$ cat config.mk
export PLATFORM = sky130hd
export DESIGN_NAME = memory_stage_controller_flat
export DESIGN_NICKNAME = d
export VERILOG_FILES = /design/src/rtl/processor_pkg.sv /design/src/rtl/memory_stage_controller_if.sv /design/src/rtl/timeout_counter.sv /design/src/rtl/memory_stage_controller.sv /design/src/flat_wrapper.sv
export SDC_FILE = /design/constraint.sdc
export NUM_CORES = 1
export LEC_CHECK = 0
export BUFFER_PORTS_ARGS = -buffer_cell sky130_fd_sc_hd__buf_2
export CAP_MARGIN = 20
export CORE_MARGIN = 2
export CORE_UTILIZATION = 35
export CTS_BUF_LIST = sky130_fd_sc_hd__clkbuf_8
export CTS_CLUSTER_SIZE = 28
export DETAILED_ROUTE_END_ITERATION = 7
export PLACE_DENSITY = 0.63
export SETUP_SLACK_MARGIN = 0.5
export SYNTH_ARGS = -nofsm -noshare
export SYNTH_HDL_FRONTEND = slang
export SYNTH_SLANG_ARGS = --single-unit
$ cat constraint.sdc
create_clock -name Clock -period 2.12 [get_ports Clock]
set_input_delay 0.424 -clock Clock [delete_from_list [all_inputs] [get_ports Clock]]
set_output_delay 0.424 -clock Clock [all_outputs]
set_load 0.03 [all_outputs]
$ cat src/rtl/processor_pkg.sv
// rtl/processor_pkg.sv - shared encodings for the stage-4 memory controller
// Purpose: MemOp encodings, MUXY select constants, controller state enum and
//          the op-to-writeback decode helpers.
// Ports:   none (package).
package processor_pkg;

  localparam logic [1:0] MEMOP_NONE  = 2'b00;
  localparam logic [1:0] MEMOP_LOAD  = 2'b01;
  localparam logic [1:0] MEMOP_STORE = 2'b10;
  localparam logic [1:0] MEMOP_CALL  = 2'b11;

  localparam logic [1:0] YSEL_RETADDR = 2'd0;
  localparam logic [1:0] YSEL_MEM     = 2'd1;
  localparam logic [1:0] YSEL_RZ      = 2'd2;

  typedef enum logic [1:0] {
    ST_IDLE   = 2'd0,
    ST_ACCESS = 2'd1,
    ST_DONE   = 2'd2
  } mem_state_e;

  function automatic logic [1:0] ysel_for(input logic [1:0] op);
    case (op)
      MEMOP_LOAD: return YSEL_MEM;
      MEMOP_CALL: return YSEL_RETADDR;
      default:    return YSEL_RZ;
    endcase
  endfunction

  // Only STORE skips write-back; a faulted LOAD is cleared later by the FSM.
  function automatic logic rf_write_for(input logic [1:0] op);
    return op != MEMOP_STORE;
  endfunction

endpackage

$ cat src/rtl/memory_stage_controller_if.sv
// rtl/memory_stage_controller_if.sv - RAM bus between stage 4 and memory
// Purpose: groups the RAM address/data/strobe/MFC signals.
// Ports:   master = controller (drives address, store data, strobes);
//          slave  = RAM (drives read data and MFC).
interface memory_stage_controller_if #(
  parameter int DATA_WIDTH = 32
);

  logic [DATA_WIDTH-1:0] MEM_Address;
  logic [DATA_WIDTH-1:0] MEM_DataOut;
  logic [DATA_WIDTH-1:0] MEM_DataIn;
  logic                  MEM_Read;
  logic                  MEM_Write;
  logic                  MFC;

  modport master (
    output MEM_Address, MEM_DataOut, MEM_Read, MEM_Write,
    input  MEM_DataIn, MFC
  );

  modport slave (
    input  MEM_Address, MEM_DataOut, MEM_Read, MEM_Write,
    output MEM_DataIn, MFC
  );

endinterface

$ cat src/rtl/timeout_counter.sv
// rtl/timeout_counter.sv - saturating MFC-wait counter
// Purpose: counts ACCESS cycles without MFC, saturating at TIMEOUT.
// Ports:   Clock, Reset (sync, active-high); clear restarts from zero;
//          enable counts one miss cycle; at_limit is high while the count
//          sits one below TIMEOUT, i.e. the current miss is the last allowed.
module timeout_counter #(
  parameter int TIMEOUT = 15
) (
  input  logic Clock,
  input  logic Reset,
  input  logic clear,
  input  logic enable,
  output logic at_limit
);

  localparam int W = $clog2(TIMEOUT + 1);
  localparam logic [W-1:0] LIMIT = W'(TIMEOUT);
  localparam logic [W-1:0] LAST  = W'(TIMEOUT - 1);

  logic [W-1:0] count;

  always_ff @(posedge Clock) begin
    if (Reset || clear) begin
      count <= '0;
    end else if (enable && (count != LIMIT)) begin
      count <= count + W'(1);
    end
  end

  assign at_limit = (count == LAST);

endmodule

$ cat src/rtl/memory_stage_controller.sv
// rtl/memory_stage_controller.sv - stage-4 load/store controller with MFC handshake
// Purpose: latches the op on Start, runs one RAM access, stalls the step
//          counter until MFC or timeout, then presents MUXY select and
//          register-file write enable for stage 5.
// Ports:   Clock, Reset (sync, active-high); Start, MemOp, RZ, RM from execute;
//          mem = RAM bus (master); Memory_Data, Y_Select, RF_WRITE to
//          write-back; Stall, Done, Fault status.
module memory_stage_controller
  import processor_pkg::*;
#(
  parameter int DATA_WIDTH = 32,
  parameter int TIMEOUT    = 15
) (
  input  logic                  Clock,
  input  logic                  Reset,
  input  logic                  Start,
  input  logic [1:0]            MemOp,
  input  logic [DATA_WIDTH-1:0] RZ,
  input  logic [DATA_WIDTH-1:0] RM,
  memory_stage_controller_if.master mem,
  output logic [DATA_WIDTH-1:0] Memory_Data,
  output logic [1:0]            Y_Select,
  output logic                  RF_WRITE,
  output logic                  Stall,
  output logic                  Done,
  output logic                  Fault
);

  mem_state_e state, state_next;

  logic [1:0]            op_q;
  logic [DATA_WIDTH-1:0] addr_q;
  logic [DATA_WIDTH-1:0] dout_q;
  logic                  read_c, write_c, stall_c, done_c;
  logic                  accept, access_op, at_limit, miss, timed_out;

  assign accept    = (state == ST_IDLE) && Start;
  assign access_op = (MemOp == MEMOP_LOAD) || (MemOp == MEMOP_STORE);
  assign miss      = (state == ST_ACCESS) && !mem.MFC;
  // MFC on the last allowed cycle still wins over the timeout.
  assign timed_out = miss && at_limit;

  timeout_counter #(
    .TIMEOUT (TIMEOUT)
  ) u_timeout (
    .Clock    (Clock),
    .Reset    (Reset),
    .clear    (accept),
    .enable   (miss),
    .at_limit (at_limit)
  );

  always_ff @(posedge Clock) begin
    if (Reset) state <= ST_IDLE;
    else       state <= state_next;
  end

  always_comb begin
    state_next = state;
    read_c     = 1'b0;
    write_c    = 1'b0;
    stall_c    = 1'b0;
    done_c     = 1'b0;
    case (state)
      ST_IDLE: begin
        if (Start) state_next = access_op ? ST_ACCESS : ST_DONE;
      end
      ST_ACCESS: begin
        stall_c = 1'b1;
        read_c  = (op_q == MEMOP_LOAD);
        write_c = (op_q == MEMOP_STORE);
        if (mem.MFC || at_limit) state_next = ST_DONE;
      end
      ST_DONE: begin
        done_c     = 1'b1;
        state_next = ST_IDLE;
      end
      default: state_next = ST_IDLE;
    endcase
  end

  always_ff @(posedge Clock) begin
    if (Reset) begin
      op_q        <= MEMOP_NONE;
      addr_q      <= '0;
      dout_q      <= '0;
      Memory_Data <= '0;
      Y_Select    <= YSEL_RZ;
      RF_WRITE    <= 1'b0;
      Fault       <= 1'b0;
    end else begin
      if (accept) begin
        op_q     <= MemOp;
        addr_q   <= RZ;
        dout_q   <= RM;
        Y_Select <= ysel_for(MemOp);
        RF_WRITE <= rf_write_for(MemOp);
        Fault    <= 1'b0;
      end
      if ((state == ST_ACCESS) && mem.MFC && (op_q == MEMOP_LOAD)) begin
        Memory_Data <= mem.MEM_DataIn;
      end
      if (timed_out) begin
        Fault    <= 1'b1;
        RF_WRITE <= 1'b0;
      end
    end
  end

  assign mem.MEM_Address = addr_q;
  assign mem.MEM_DataOut = dout_q;
  assign mem.MEM_Read    = read_c;
  assign mem.MEM_Write   = write_c;
  assign Stall           = stall_c;
  assign Done            = done_c;

endmodule

$ cat src/flat_wrapper.sv
// flat-port wrapper written by rule: the top's interface ports become plain ports
module memory_stage_controller_flat import processor_pkg::*;
#(
  parameter int DATA_WIDTH = 32,
  parameter int TIMEOUT    = 15
)
  (Clock, Reset, Start, MemOp, RZ, RM, Memory_Data, Y_Select, RF_WRITE, Stall, Done, Fault, mem_MEM_Address, mem_MEM_DataOut, mem_MEM_Read, mem_MEM_Write, mem_MEM_DataIn, mem_MFC);
  memory_stage_controller_if #(.DATA_WIDTH(DATA_WIDTH)) mem_i ();
  input  logic Clock;
  input  logic Reset;
  input  logic Start;
  input  logic [1:0] MemOp;
  input  logic [DATA_WIDTH-1:0] RZ;
  input  logic [DATA_WIDTH-1:0] RM;
  output logic [DATA_WIDTH-1:0] Memory_Data;
  output logic [1:0] Y_Select;
  output logic RF_WRITE;
  output logic Stall;
  output logic Done;
  output logic Fault;
  output wire logic [$bits(mem_i.MEM_Address)-1:0] mem_MEM_Address;
  output wire logic [$bits(mem_i.MEM_DataOut)-1:0] mem_MEM_DataOut;
  output wire logic [$bits(mem_i.MEM_Read)-1:0] mem_MEM_Read;
  output wire logic [$bits(mem_i.MEM_Write)-1:0] mem_MEM_Write;
  input wire logic [$bits(mem_i.MEM_DataIn)-1:0] mem_MEM_DataIn;
  input wire logic [$bits(mem_i.MFC)-1:0] mem_MFC;
  assign mem_MEM_Address = mem_i.MEM_Address;
  assign mem_MEM_DataOut = mem_i.MEM_DataOut;
  assign mem_MEM_Read = mem_i.MEM_Read;
  assign mem_MEM_Write = mem_i.MEM_Write;
  assign mem_i.MEM_DataIn = mem_MEM_DataIn;
  assign mem_i.MFC = mem_MFC;
  memory_stage_controller #(.DATA_WIDTH(DATA_WIDTH), .TIMEOUT(TIMEOUT)) u_core (.Clock(Clock), .Reset(Reset), .Start(Start), .MemOp(MemOp), .RZ(RZ), .RM(RM), .mem(mem_i), .Memory_Data(Memory_Data), .Y_Select(Y_Select), .RF_WRITE(RF_WRITE), .Stall(Stall), .Done(Done), .Fault(Fault));
endmodule
---- Word-level counts from Yosys, hierarchy flattened ----
Cells that the tools add are included.
storage, ports and cells
  register bits ........................... 108
  input port bits ......................... 102
cells by class
  add/sub/neg operators ................... 1
  eq/ne operators ......................... 12
  muxes and demuxes ....................... 11
  reduce and logical (&&, ||, !) cells .... 14
operators by type and width
  operator               count
  $eq A2 B2 Y1 const B   4
  $pmux W2 S2            2
  $eq A2 B1 Y1 const B   3
  $logic_and A1 B1 Y1    6
  $mux W1                6
  $mux W2                3
  $add A4 B1 Y4 const B  1
  $eq A4 B4 Y1 const B   1
  $ne A2 B2 Y1 const B   2
  $ne A4 B4 Y1 const B   1
  $logic_or A1 B1 Y1     3
  $logic_not A2 Y1       1
  $ne A2 B1 Y1 const B   1
  $reduce_and A2 Y1      1
  $reduce_bool A2 Y1     1
  $reduce_or A2 Y1       1
  $logic_not A1 Y1       1

---- Longest topological paths before layout ----
  depth in word-level cells ............... 5
  mapped depth ............................ 6
  mapped depth without buffers ............ 5

---- Hierarchy ----
From an unflattened synthesis, not the netlist that was laid out.
unflattened totals
  cells, all modules ...................... 492
  area total of the unflattened synthesis .. 4170.2 um^2
by module, submodules not included
  module                   instances  cells each  area each (um^2)
  memory_stage_controller  1          468         3952.5
  timeout_counter          1          24          217.7

---- Worst setup path before layout ----
No wires, ideal clock.
  path type ............................... reg2out
  from .................................... reg u_core.state[0]
  to ...................................... out mem_MEM_Write
  arrival time ............................ 1344 ps
  data required time ...................... 1696 ps
  slack ................................... 352 ps
  stages on the path, launching flop included .. 4
  buffers on the path ..................... 1
  path through ............................ dfxtp_1 -> buf_4 -> nor2b_1 -> and3b_1
on the way
  longest elaborated chain between the ends .. 2
RTL lines
  element                   line                           source
  start: declaration        memory_stage_controller.sv:29  mem_state_e state, state_next;
  start signal: assignment  memory_stage_controller.sv:55  else state <= state_next;
  $eq A2 B1 Y1              memory_stage_controller.sv:64  case (state)
  $mux W1                   memory_stage_controller.sv:64
  end: declaration          flat_wrapper.sv:24             output wire logic [$bits(mem_i.MEM_Write)-1:0] mem_MEM_Write;
Every way passes these cells.

---- Final worst setup path ----
  from .................................... reg u_core.op_q[1]
  to ...................................... out mem_MEM_Read
on the way
  longest elaborated chain between the ends .. 2
RTL lines
  element                   line                           source
  start: declaration        memory_stage_controller.sv:31  logic [1:0] op_q;
  start signal: assignment  memory_stage_controller.sv:93  op_q <= MemOp;
  $eq A2 B1 Y1              memory_stage_controller.sv:70  read_c = (op_q == MEMOP_LOAD);
  $mux W1                   memory_stage_controller.sv:64
  end: declaration          flat_wrapper.sv:23             output wire logic [$bits(mem_i.MEM_Read)-1:0] mem_MEM_Read;
Every way passes these cells.

==> results.txt <==
----------------------------------------------------
[Worst setup path]
  Top Family by Delay on Critical Path ... flip-flops
  Critical Path, Cell by Cell ... nand4bb_4, inv_2, buf_8, buf_6
  Critical Path Source Type ... flop
  Critical Path RT ... about 1.7 ns
  Slowest Stage Delay on Critical Path ... ~0.34 ns
  Type of the worst setup path ... flop to output pin
  Endpoint type of the worst setup path ... output pin
  Highest-delay cell along the critical path ... dfxtp_2
  Maximum fanout count along the critical path ... 3
  Critical path arrival ... approximately 1.3 ns
  Critical path buffers and inverters ... 3

[Die]
  Die width ... roughly 110 um
  Die Height ... between 100 and 150 um
  Ports ... 206
  Die Area ... approximately 12000 sq um
  Effective utilization at floorplan ... roughly 35%
  Core area ... ~11000 sq um
  Row count ... 39

[STA]
  Maximum frequency from static timing analysis ... slightly below 0.6 GHz
  Setup total negative slack ... 0 ns
  Final slew viol count ... 0
  Final number of hold-violating endpoints ... 0
  Slack of the critical path ... between 0.4 and 0.5 ns
  Fin crit period ... approximately 1.7 ns
  Setup-failing EPs final ... 0
  Worst slew pin tran ... 0.629 ns
  RSZ-0062 raised after global routing ... yes
  Worst hold slack across all endpoints ... ~0.28 ns
  Fin crit share ... 79.2%
  Max Clock Skew ... a little over 0.007 ns
  Rel. slew slack ... between 50 and 60%

[Final layout]
  Area Overhead vs Synth ... 35.2%
  Fin util ... a little under half
  Fin nets ... between 700 and 800
  Number of antenna diodes ... 0
  Layout Cell Area excl Fill ... 5410 sq um
  Share of post-route cells with drive strength above 1 ... a little over a third
  Fill cell instance count of the final layout ... 1100
  Filler-free cell count of the finished design ... about 830

[Drt]
  Per-cell via count in the routed design ... approximately 4.8
  Drt pass-1 iters ... 4
  Remaining antenna violation count after routing ... 0
  DR WL/cell ... 13.1 um
  DRC ... 0
  Vias after detailed routing ... ~4000
  DR iter-0 viols ... approximately 250
  Drt total wl ... ~11 mm

[Min path]
  Path class of the lowest-slack min-delay path ... input pin to flop

[Synthesis]
  Synthesized instance count ... approximately 500
  Post-Syn Area ... around 4000 sq um
  Top cell types by occurrence after synthesis ... 134 x nand2_1, 108 x dfxtp_1, 102 x a21oi_1, 37 x clkbuf_1, 36 x nand3_1
  EDFF count, synth ... 0
  Top cells by area in the synthesized netlist ... dfxtp_1 54%, a21oi_1 13%, nand2_1 13%
  Count of cell types in the netlist ... 26
  Post-synth ARST share ... 0%
  Flip-flop and latch count after synthesis ... 108
  Synth Flop Type ... dfxtp_1
  Largest area contributor in the netlist ... dfxtp_1
  Most common cell in the netlist ... nand2_1
  Yosys warning total ... 0
  Mapped Nets ... about 610
  Synthesized area per cell ... approximately 8.0 sq um
  Proportion of netlist area held by the largest area contributor ... 54.1%
  Portion of the post-synthesis area used by sequential elements ... a little over half

[Global route]
  Number of antenna violations at the first check in global routing ... 1
  Total congestion overflow after global routing ... 0
  Largest net degree at the start of global routing ... 58
  Number of global-route vias before repair ... between 4000 and 5000
  Global-route usage over all layers ... between 15 and 20%
  First-pass GRT wire length ... about 18 mm

[Placement]
  Weighted congestion at the end of routability-driven global placement ... 0.776
  Cells after DPL ... between 800 and 900
  Setup slack after placement ... between 0.3 and 0.4 ns
  Placement-stage cell area ... 5140 sq um
  Port buffer count ... between 200 and 250
  Estimated wirelength of the detail-placed design ... 7.60 mm

[Pwr]
  Leakage Power ... roughly 2.5 nW
  Power density over the cells ... around 760 nW/um^2
  Switching power ... approximately 1.2 mW
  IR drop worst, VDD ... roughly 0.34 mV
  Cell-internal power ... approximately 2.8 mW
  Final Total Pwr ... 4.10 mW
  Part of the total power dissipated in sequential elements ... between 50% and 60%
  Clock power frac ... between 20% and 30%
  Switching fraction of total power ... a little under a third
  Part of the power in combinational logic ... roughly a fifth

[Clock network]
  Clk sinks ... 108
  Clock network latency to the later pin of the worst-skew pair ... 0.37 ns
  CTS clock-pin slew for the worst setup and hold paths ... ~0.09 ns
  Buffer cell driving the clock tree root ... clkbuf_8
  Clock buffer count from CTS ... 9
  Clock tree from TritonCTS ... yes
  H-tree depth ... 3
  Number of buffers inserted by hold repair at cts ... 0
  Worst-case clock buffer depth ... 2

[Run status]
  Status ... completed

[Job]
  Max capacitance violation total ... 0

----------------------------------------------------
==> cells in the final DEF, fill, tap and decap left out, types with 3 or more instances in the layout <==
master	netlist	routed
a2111oi_0	3	3
a211oi_1	3	3
a21oi_1	102	102
buf_2	3	201
buf_4	1	14
buf_6	1	3
clkbuf_8	0	10
clkinv_2	0	6
dfxtp_1	108	105
ha_1	6	6
inv_1	6	5
nand2_1	134	134
nand3_1	36	36
nor2_1	4	4
nor3_1	4	4
o21ai_0	33	33
==> worst register-to-register path: cells and delay by family, from the launching register on <==
kind | cells | cell delay, ns
buffers and inverters | 2 | 0.36
flip-flops | 1 | 0.37
AND/OR/NAND/NOR | 2 | 0.55
AO/OA/AOI/OAI | 1 | 0.15
==> power by group through the flow <==
stage	Clock [mW]	Combinational, mW	Sequential [mW]
after floorplan	0	0.297	2.44
after global placement	0	0.755	2.24
after detailed placement	0	0.768	2.24
after CTS	1.17	0.791	2.19
after global routing	1.25	0.862	2.21
final	1.12	0.788	2.19
==> path summary, 6_finish.rpt <==
kind	start	to	slack (ns)	cells past startpoint
worst min register to register	u_core.mem.MEM_DataOut[16]	u_core.mem.MEM_DataOut[16]	0.45	2
worst min-delay path	RM[16]	u_core.mem.MEM_DataOut[16]	0.28	3
worst max register to register	u_core.state[0]	u_core.Fault	0.56	5
worst max-delay path	u_core.op_q[1]	mem_MEM_Read	0.44	4
==> flip-flops by register name, indices dropped and copies added, names as in the netlist <==
signal                  flops
u_core.op_q                 2
u_core.u_timeout.count      4
u_core.state                2
u_core.mem.MEM_DataOut     32
u_core.mem.MEM_Address     32
u_core.Fault                1
u_core.Memory_Data         32
u_core.RF_WRITE             1
u_core.Y_Select             2
==> timing repair <==
item | CTS | global route
pin swaps | 0 | 2
buffers inserted | 5 | 0
resized for setup | 14 | 4
setup endpoints to repair | 42 | 26
cloned | 0 | 0
==> kinds of logic (layout without fill, tap and decap cells) <==
| group | count (synthesis) | count (layout) | synth area share [%] |
|---|---|---|---|
| fa+ha+maj | 6 | 6 | 1.88 |
| flops | 108 | 108 | 54.1 |
| buf+inv | 50 | 243 | 5.07 |
| compound gates | 145 | 145 | 18.9 |
| simple gates | 189 | 189 | 20.1 |
==> layer usage <==
layer / GRT usage, % / up-vias / part of all wire [%]
li1: - / 2044 / -
met3: 7.27 / 14 / 8.9
met1: 19.7 / 1844 / 42
met4: 6.00 / 2 / 1.4
met5: 0 / - / 0.13
met2: 30.7 / 138 / 48
==> area by class of cell <==
class                      instances  area (sq um)  share of cell area [%]
clock inverter                     6          30.0                   0.555
inverter                           6          22.5                   0.416
tap                              143           179                    3.31
multi-input combinational        340          1670                    30.8
sequential                       108          2170                    40.1
clock buffer                      10           138                    2.55
timing repair buffer             221          1200                    22.2
Power figures use the tool's default switching activity.
